<file path="config.mk">
export PLATFORM = sky130hd
export DESIGN_NAME = ysyx_25030085_mem_arbiter
export DESIGN_NICKNAME = d
export VERILOG_FILES = /design/src/rtl/ysyx_25030085_mem_arbiter.sv
export SDC_FILE = /design/constraint.sdc
export NUM_CORES = 1
export LEC_CHECK = 0
export CAP_MARGIN = 25
export CORE_MARGIN = 4
export CORE_UTILIZATION = 42
export DETAILED_ROUTE_END_ITERATION = 10
export HOLD_SLACK_MARGIN = 0.12
export PLACE_DENSITY = 0.91
export SETUP_SLACK_MARGIN = 0.1
export SLEW_MARGIN = 10
export SYNTH_ARGS = -nofsm -noshare
export SYNTH_HDL_FRONTEND = slang
export SYNTH_SLANG_ARGS = --single-unit
export TNS_END_PERCENT = 50
</file>
<file path="constraint.sdc">
create_clock -name clk -period 7.3 [get_ports clk]
set_clock_uncertainty 0.05 [all_clocks]
set_input_delay 2.19 -clock clk [delete_from_list [all_inputs] [get_ports clk]]
set_output_delay 2.19 -clock clk [all_outputs]
set_load 0.05 [all_outputs]
</file>
<file path="src/rtl/ysyx_25030085_mem_arbiter.sv">
// ---------------------------------------------------------------------------
// ysyx_25030085_mem_arbiter
// Shares a single memory port between instruction fetch (IFU) and load/store
// (LSU). Only one transaction is in flight at a time. It goes through
// IDLE -> REQ -> RESP -> RET. Ties are broken round-robin. A response timeout
// forces an error return if the memory never answers.
//
// Ports
//   clk, rst          : clock, asynchronous active-high reset
//   ifu_req_*         : IFU read request (valid/ready, addr)
//   ifu_resp_*        : IFU response (valid/ready, rdata, err)
//   lsu_req_*         : LSU request (valid/ready, addr, wen, wdata, wmask)
//   lsu_resp_*        : LSU response (valid/ready, rdata, err)
//   mem_req_*         : downstream request (valid/ready, addr, wen, wdata, wmask)
//   mem_resp_*        : downstream response (valid/ready, rdata, err)
// Parameter
//   TIMEOUT_CYC       : RESP cycles allowed before an error is forced (0 = never)
// ---------------------------------------------------------------------------
module ysyx_25030085_mem_arbiter #(
    parameter int unsigned TIMEOUT_CYC = 255
) (
    input  logic        clk,
    input  logic        rst,
    input  logic        ifu_req_valid,
    output logic        ifu_req_ready,
    input  logic [31:0] ifu_addr,
    output logic        ifu_resp_valid,
    input  logic        ifu_resp_ready,
    output logic [31:0] ifu_rdata,
    output logic        ifu_resp_err,
    input  logic        lsu_req_valid,
    output logic        lsu_req_ready,
    input  logic [31:0] lsu_addr,
    input  logic        lsu_wen,
    input  logic [31:0] lsu_wdata,
    input  logic [3:0]  lsu_wmask,
    output logic        lsu_resp_valid,
    input  logic        lsu_resp_ready,
    output logic [31:0] lsu_rdata,
    output logic        lsu_resp_err,
    output logic        mem_req_valid,
    input  logic        mem_req_ready,
    output logic [31:0] mem_addr,
    output logic        mem_wen,
    output logic [31:0] mem_wdata,
    output logic [3:0]  mem_wmask,
    input  logic        mem_resp_valid,
    output logic        mem_resp_ready,
    input  logic [31:0] mem_rdata,
    input  logic        mem_resp_err
);

    typedef enum logic [1:0] {
        IDLE = 2'd0,
        REQ  = 2'd1,
        RESP = 2'd2,
        RET  = 2'd3
    } state_t;

    localparam logic        GNT_IFU  = 1'b0;
    localparam logic        GNT_LSU  = 1'b1;
    localparam logic        TMO_EN   = (TIMEOUT_CYC != 32'd0);
    // Timeout fires on the last allowed RESP cycle, i.e. when the count of
    // RESP cycles already spent equals TIMEOUT_CYC-1.
    localparam logic [31:0] TMO_LAST = 32'(TIMEOUT_CYC) - 32'd1;

    state_t      state_r;
    logic        last_grant_r;
    logic        owner_r;
    logic [31:0] tmo_cnt_r;
    logic [31:0] addr_r;
    logic        wen_r;
    logic [31:0] wdata_r;
    logic [3:0]  wmask_r;
    logic [31:0] rdata_r;
    logic        err_r;

    logic        sel_lsu_s;
    logic        ifu_ready_s;
    logic        lsu_ready_s;
    logic        tmo_hit_s;
    logic        ret_done_s;

    // Requester selection and IDLE-only request readiness (held low while in reset)
    always_comb begin
        sel_lsu_s   = 1'b0;
        ifu_ready_s = 1'b0;
        lsu_ready_s = 1'b0;
        if (lsu_req_valid && (!ifu_req_valid || (last_grant_r == GNT_IFU))) begin
            sel_lsu_s = 1'b1;
        end else begin
            sel_lsu_s = 1'b0;
        end
        if (!rst && (state_r == IDLE)) begin
            ifu_ready_s = ifu_req_valid && !sel_lsu_s;
            lsu_ready_s = sel_lsu_s;
        end else begin
            ifu_ready_s = 1'b0;
            lsu_ready_s = 1'b0;
        end
    end

    // Timeout detection and RET handshake completion for the current owner
    always_comb begin
        tmo_hit_s  = TMO_EN && (tmo_cnt_r == TMO_LAST);
        ret_done_s = 1'b0;
        if (owner_r == GNT_IFU) begin
            ret_done_s = ifu_resp_ready;
        end else begin
            ret_done_s = lsu_resp_ready;
        end
    end

    // Transaction FSM with latched request/response fields
    always_ff @(posedge clk or posedge rst) begin
        if (rst) begin
            state_r      <= IDLE;
            last_grant_r <= GNT_LSU;
            owner_r      <= GNT_IFU;
            tmo_cnt_r    <= 32'd0;
            addr_r       <= 32'd0;
            wen_r        <= 1'b0;
            wdata_r      <= 32'd0;
            wmask_r      <= 4'd0;
            rdata_r      <= 32'd0;
            err_r        <= 1'b0;
        end else begin
            case (state_r)
                IDLE: begin
                    if (ifu_ready_s) begin
                        addr_r       <= ifu_addr;
                        wen_r        <= 1'b0;
                        wdata_r      <= 32'd0;
                        wmask_r      <= 4'hF;
                        owner_r      <= GNT_IFU;
                        last_grant_r <= GNT_IFU;
                        state_r      <= REQ;
                    end else if (lsu_ready_s) begin
                        addr_r       <= lsu_addr;
                        wen_r        <= lsu_wen;
                        wdata_r      <= lsu_wdata;
                        wmask_r      <= lsu_wmask;
                        owner_r      <= GNT_LSU;
                        last_grant_r <= GNT_LSU;
                        state_r      <= REQ;
                    end else begin
                        state_r      <= IDLE;
                    end
                end
                REQ: begin
                    if (mem_req_ready) begin
                        tmo_cnt_r <= 32'd0;
                        state_r   <= RESP;
                    end else begin
                        state_r   <= REQ;
                    end
                end
                RESP: begin
                    tmo_cnt_r <= tmo_cnt_r + 32'd1;
                    // A real response beats a timeout landing in the same cycle.
                    if (mem_resp_valid) begin
                        rdata_r <= mem_rdata;
                        err_r   <= mem_resp_err;
                        state_r <= RET;
                    end else if (tmo_hit_s) begin
                        rdata_r <= 32'd0;
                        err_r   <= 1'b1;
                        state_r <= RET;
                    end else begin
                        state_r <= RESP;
                    end
                end
                RET: begin
                    if (ret_done_s) begin
                        state_r <= IDLE;
                    end else begin
                        state_r <= RET;
                    end
                end
                default: begin
                    state_r <= IDLE;
                end
            endcase
        end
    end

    assign ifu_req_ready  = ifu_ready_s;
    assign lsu_req_ready  = lsu_ready_s;
    assign mem_req_valid  = (state_r == REQ);
    assign mem_resp_ready = (state_r == RESP);
    assign mem_addr       = addr_r;
    assign mem_wen        = wen_r;
    assign mem_wdata      = wdata_r;
    assign mem_wmask      = wmask_r;
    assign ifu_resp_valid = (state_r == RET) && (owner_r == GNT_IFU);
    assign lsu_resp_valid = (state_r == RET) && (owner_r == GNT_LSU);
    assign ifu_rdata      = rdata_r;
    assign lsu_rdata      = rdata_r;
    assign ifu_resp_err   = err_r;
    assign lsu_resp_err   = err_r;

endmodule

</file>
==> results.toml <==
[floorplanning]
rows = 44
start_util = 0.4305
die_x_microns = 130.5
die_area_sq_um = 17030
io_pins = 283
core_sq_um = 14640
die_y_microns = 130.5

[worst_setup_path]
critPathKind = "in -> out"
cp-end-kind = "output pin"
path_buf_inv = 3
max_stage_delay_ns = 0.50
cp_slowest_cell = "clkdlybuf4s50_1"
start_kind = "primary input"
crit_path_max_fanout = 3
arrival_ns = 3.47
worst_path_dominant_cell_family = "buffers and inverters"
required_ns = 5.06
cp_cell_sequence = "clkdlybuf4s50_1 > nor3_1 > nand3_1 > inv_2 > buf_12"

[timing]
finalMaxSlewViolations = 0
fin_crit_sh = 0.7828
fin_crit_ns = 5.714
fmax_mhz = 175.0
rsz0062_at_grt = "no"
setup_viol = 0
finalHoldViolations = 0
worst_pin_slew_ns = 0.9311
setup_tns_ns = 0
slew_headroom = 0.3792

[place]
dp_cells = 1091
io_buffers = 282
place_area_sq_um = 9037
routabilityCongestion = 0.7841
dpl.hpwl_microns = 12990

[yosys]
syn_avg_cell_area_sq_um = 9.149
synth-seq-cells = 138
synthesis.nets = 833
synth_top_cell_area_share = 0.5439
yosysTopAreaCell = "dfrtp_1"
synth_area_leaders = "dfrtp_1 (54%), nand2_1 (14%), o21ai_0 (6.3%)"
synthArstFlopShare = 1.000
synth_cell_types = 38
yosys_warnings = 0
syn_inst = 689
synth_area_sq_um = 6304
yosysSeqAreaShare = 0.5480
synth-main-ff-cell = "dfrtp_1"
synth_edf_count = 0

[detailed_routing]
drc = 0
ant_nets = 0
vias = 5767
drt_iter0_markers = 354
firstDrtPassIters = 6
wirelength_microns = 18130
wl_per_cell_microns = 16.13
via_per_inst = 5.131

[finish]
n_antenna_cell = 0
fin_util = 0.6595
final_cells = 1124
syn2layout_area_growth_pct = 53.22
num-nets-final = 1071
layout-drive-gt1-share = 0.05745
stdcell_area_sq_um = 9658

[cts]
numCtsBuffers = 17
path_clk_slew_ns = 0.06
post-cts-setup-buffer-count = 0
cts_resized = 0
clk_latency_ns = 0.42
clk_path_buf_depth = 2
clk_root_buffer_cell = "clkbuf_16"
cts_tree = "built"
h-tree-depth = 4
cts_hold_buf = 0
cts.sinks = 138

[power_and_ir_drop]
seqPwrFrac = 0.271
clock_power_share = 0.191
ir_drop_uv = 335.2
p_per_area_nw_per_um2 = 470.3
leakage_uw = 0.004275
p_comb_frac = 0.538
netSwitchingPower_uw = 2199
switching_share = 0.4840
p_int_uw = 2344

[flow_run]
cap_violations = 0

[grt]
antenna_found_initial = 0
grt_use_total = 0.2127
grt_max_degree = 109
overflow = 0
grt_pass1_wl_microns = 28170
grt_pass1_vias = 5727

[status]
status = "completed"

[worst_hold_path]
hold_class = "reg -> reg"
[tightest hold or removal path, stage by stage, from the launching register on]
cell     delay, ns
dfrtp_1       0.33
nand2_1       0.05
nand2_1       0.06
[routing by layer]
layer	vias up	GRT usage	wire length [microns]
met5	-	0	0
met4	0	0.1095	659
met3	46	0.08333	1654
met2	259	0.3615	9276
met1	2695	0.2301	6534
li1	2767	-	-
[flip-flops by register name, indices dropped and copies added (netlist names)]
name / flops
owner_r: 1
ifu_rdata: 32
last_grant_r: 1
mem_wen: 1
ifu_resp_err: 1
state_r: 2
mem_wdata: 32
tmo_cnt_r: 32
mem_wmask: 4
mem_addr: 32
[power by group through the flow]
| stage | clock network, uW | logic [uW] | registers [uW] |
|---|---|---|---|
| 5_1_grt | 923 | 2570 | 1270 |
| 2_1_floorplan | 0 | 864 | 2030 |
| 3_3_place_gp | 0 | 2410 | 1230 |
| 3_5_place_dp | 0 | 2450 | 1240 |
| 6_report | 868 | 2450 | 1230 |
| 4_1_cts | 890 | 2460 | 1230 |
[cell type report]
class                           instances  area, sq um
Sequential cell                       138         3455
Clock buffer                           21        470.5
Timing Repair Buffer                  291         2918
Inverter                                7        31.28
Tap cell                              184        230.2
Clock inverter                         11        135.1
Fill cell                            1100         4986
Multi-Input combinational cell        472         2419
[synthesized netlist by cell type, drive strengths merged, types with 2 or more instances]
master / instances
a21o: 2
a21oi: 2
a22oi: 32
a31oi: 2
and2: 6
and3: 5
and4: 2
buf: 45
clkbuf: 27
dfrtp: 137
ha: 2
inv: 6
mux2i: 27
nand2: 240
nand2b: 3
nand3: 16
nand3b: 2
nand4: 18
nor2: 14
nor3: 4
nor4: 8
o21ai: 80
[cell families after synthesis]
group	count (synthesis)	synth area share
buf+inv	79	0.06967
mux	28	0.04466
flops	138	0.5480
fa+ha+maj	2	0.003969
simple gates	323	0.2247
compound gates	119	0.1090
[final timing paths]
| check | endpoint | depth (start not counted) | slack (ns) | startpoint |
|---|---|---|---|---|
| setup / recovery | ifu_req_ready | 5 | 1.59 | rst |
| hold / removal | mem_addr[0] | 2 | 0.42 | mem_addr[0] |
| setup reg to reg | mem_addr[25] | 5 | 4.81 | state_r[1] |
| hold reg to reg | mem_addr[0] | 2 | 0.42 | mem_addr[0] |
| max in group asynchronous | ifu_rdata[6] | 3 | 3.74 | rst |
| min in group asynchronous | mem_addr[14] | 2 | 2.33 | rst |
[through the flow]
step           power, uW  setup WS, ns  hold slack [ns]
6_report            4543         1.586           0.4205
3_3_place_gp        3640         1.566           0.4073
3_5_place_dp        3696         1.580           0.4119
4_1_cts             4583         1.577           0.4265
2_1_floorplan       2897         1.365           0.3962
5_1_grt             4767         1.458           0.4448
[cells in the final DEF, fill, tap and decap left out, drive strengths merged, types with 8 or more instances in the layout]
cell type,count
dfrtp,137
a22oi,32
nand4,18
o21ai,80
clkbuf,21
nor2,14
nand2,240
nor4,8
nand3,16
inv,9
mux2i,27
clkdlybuf4s50,280
buf,11
Note: power is estimated with default switching activity, not from simulation.
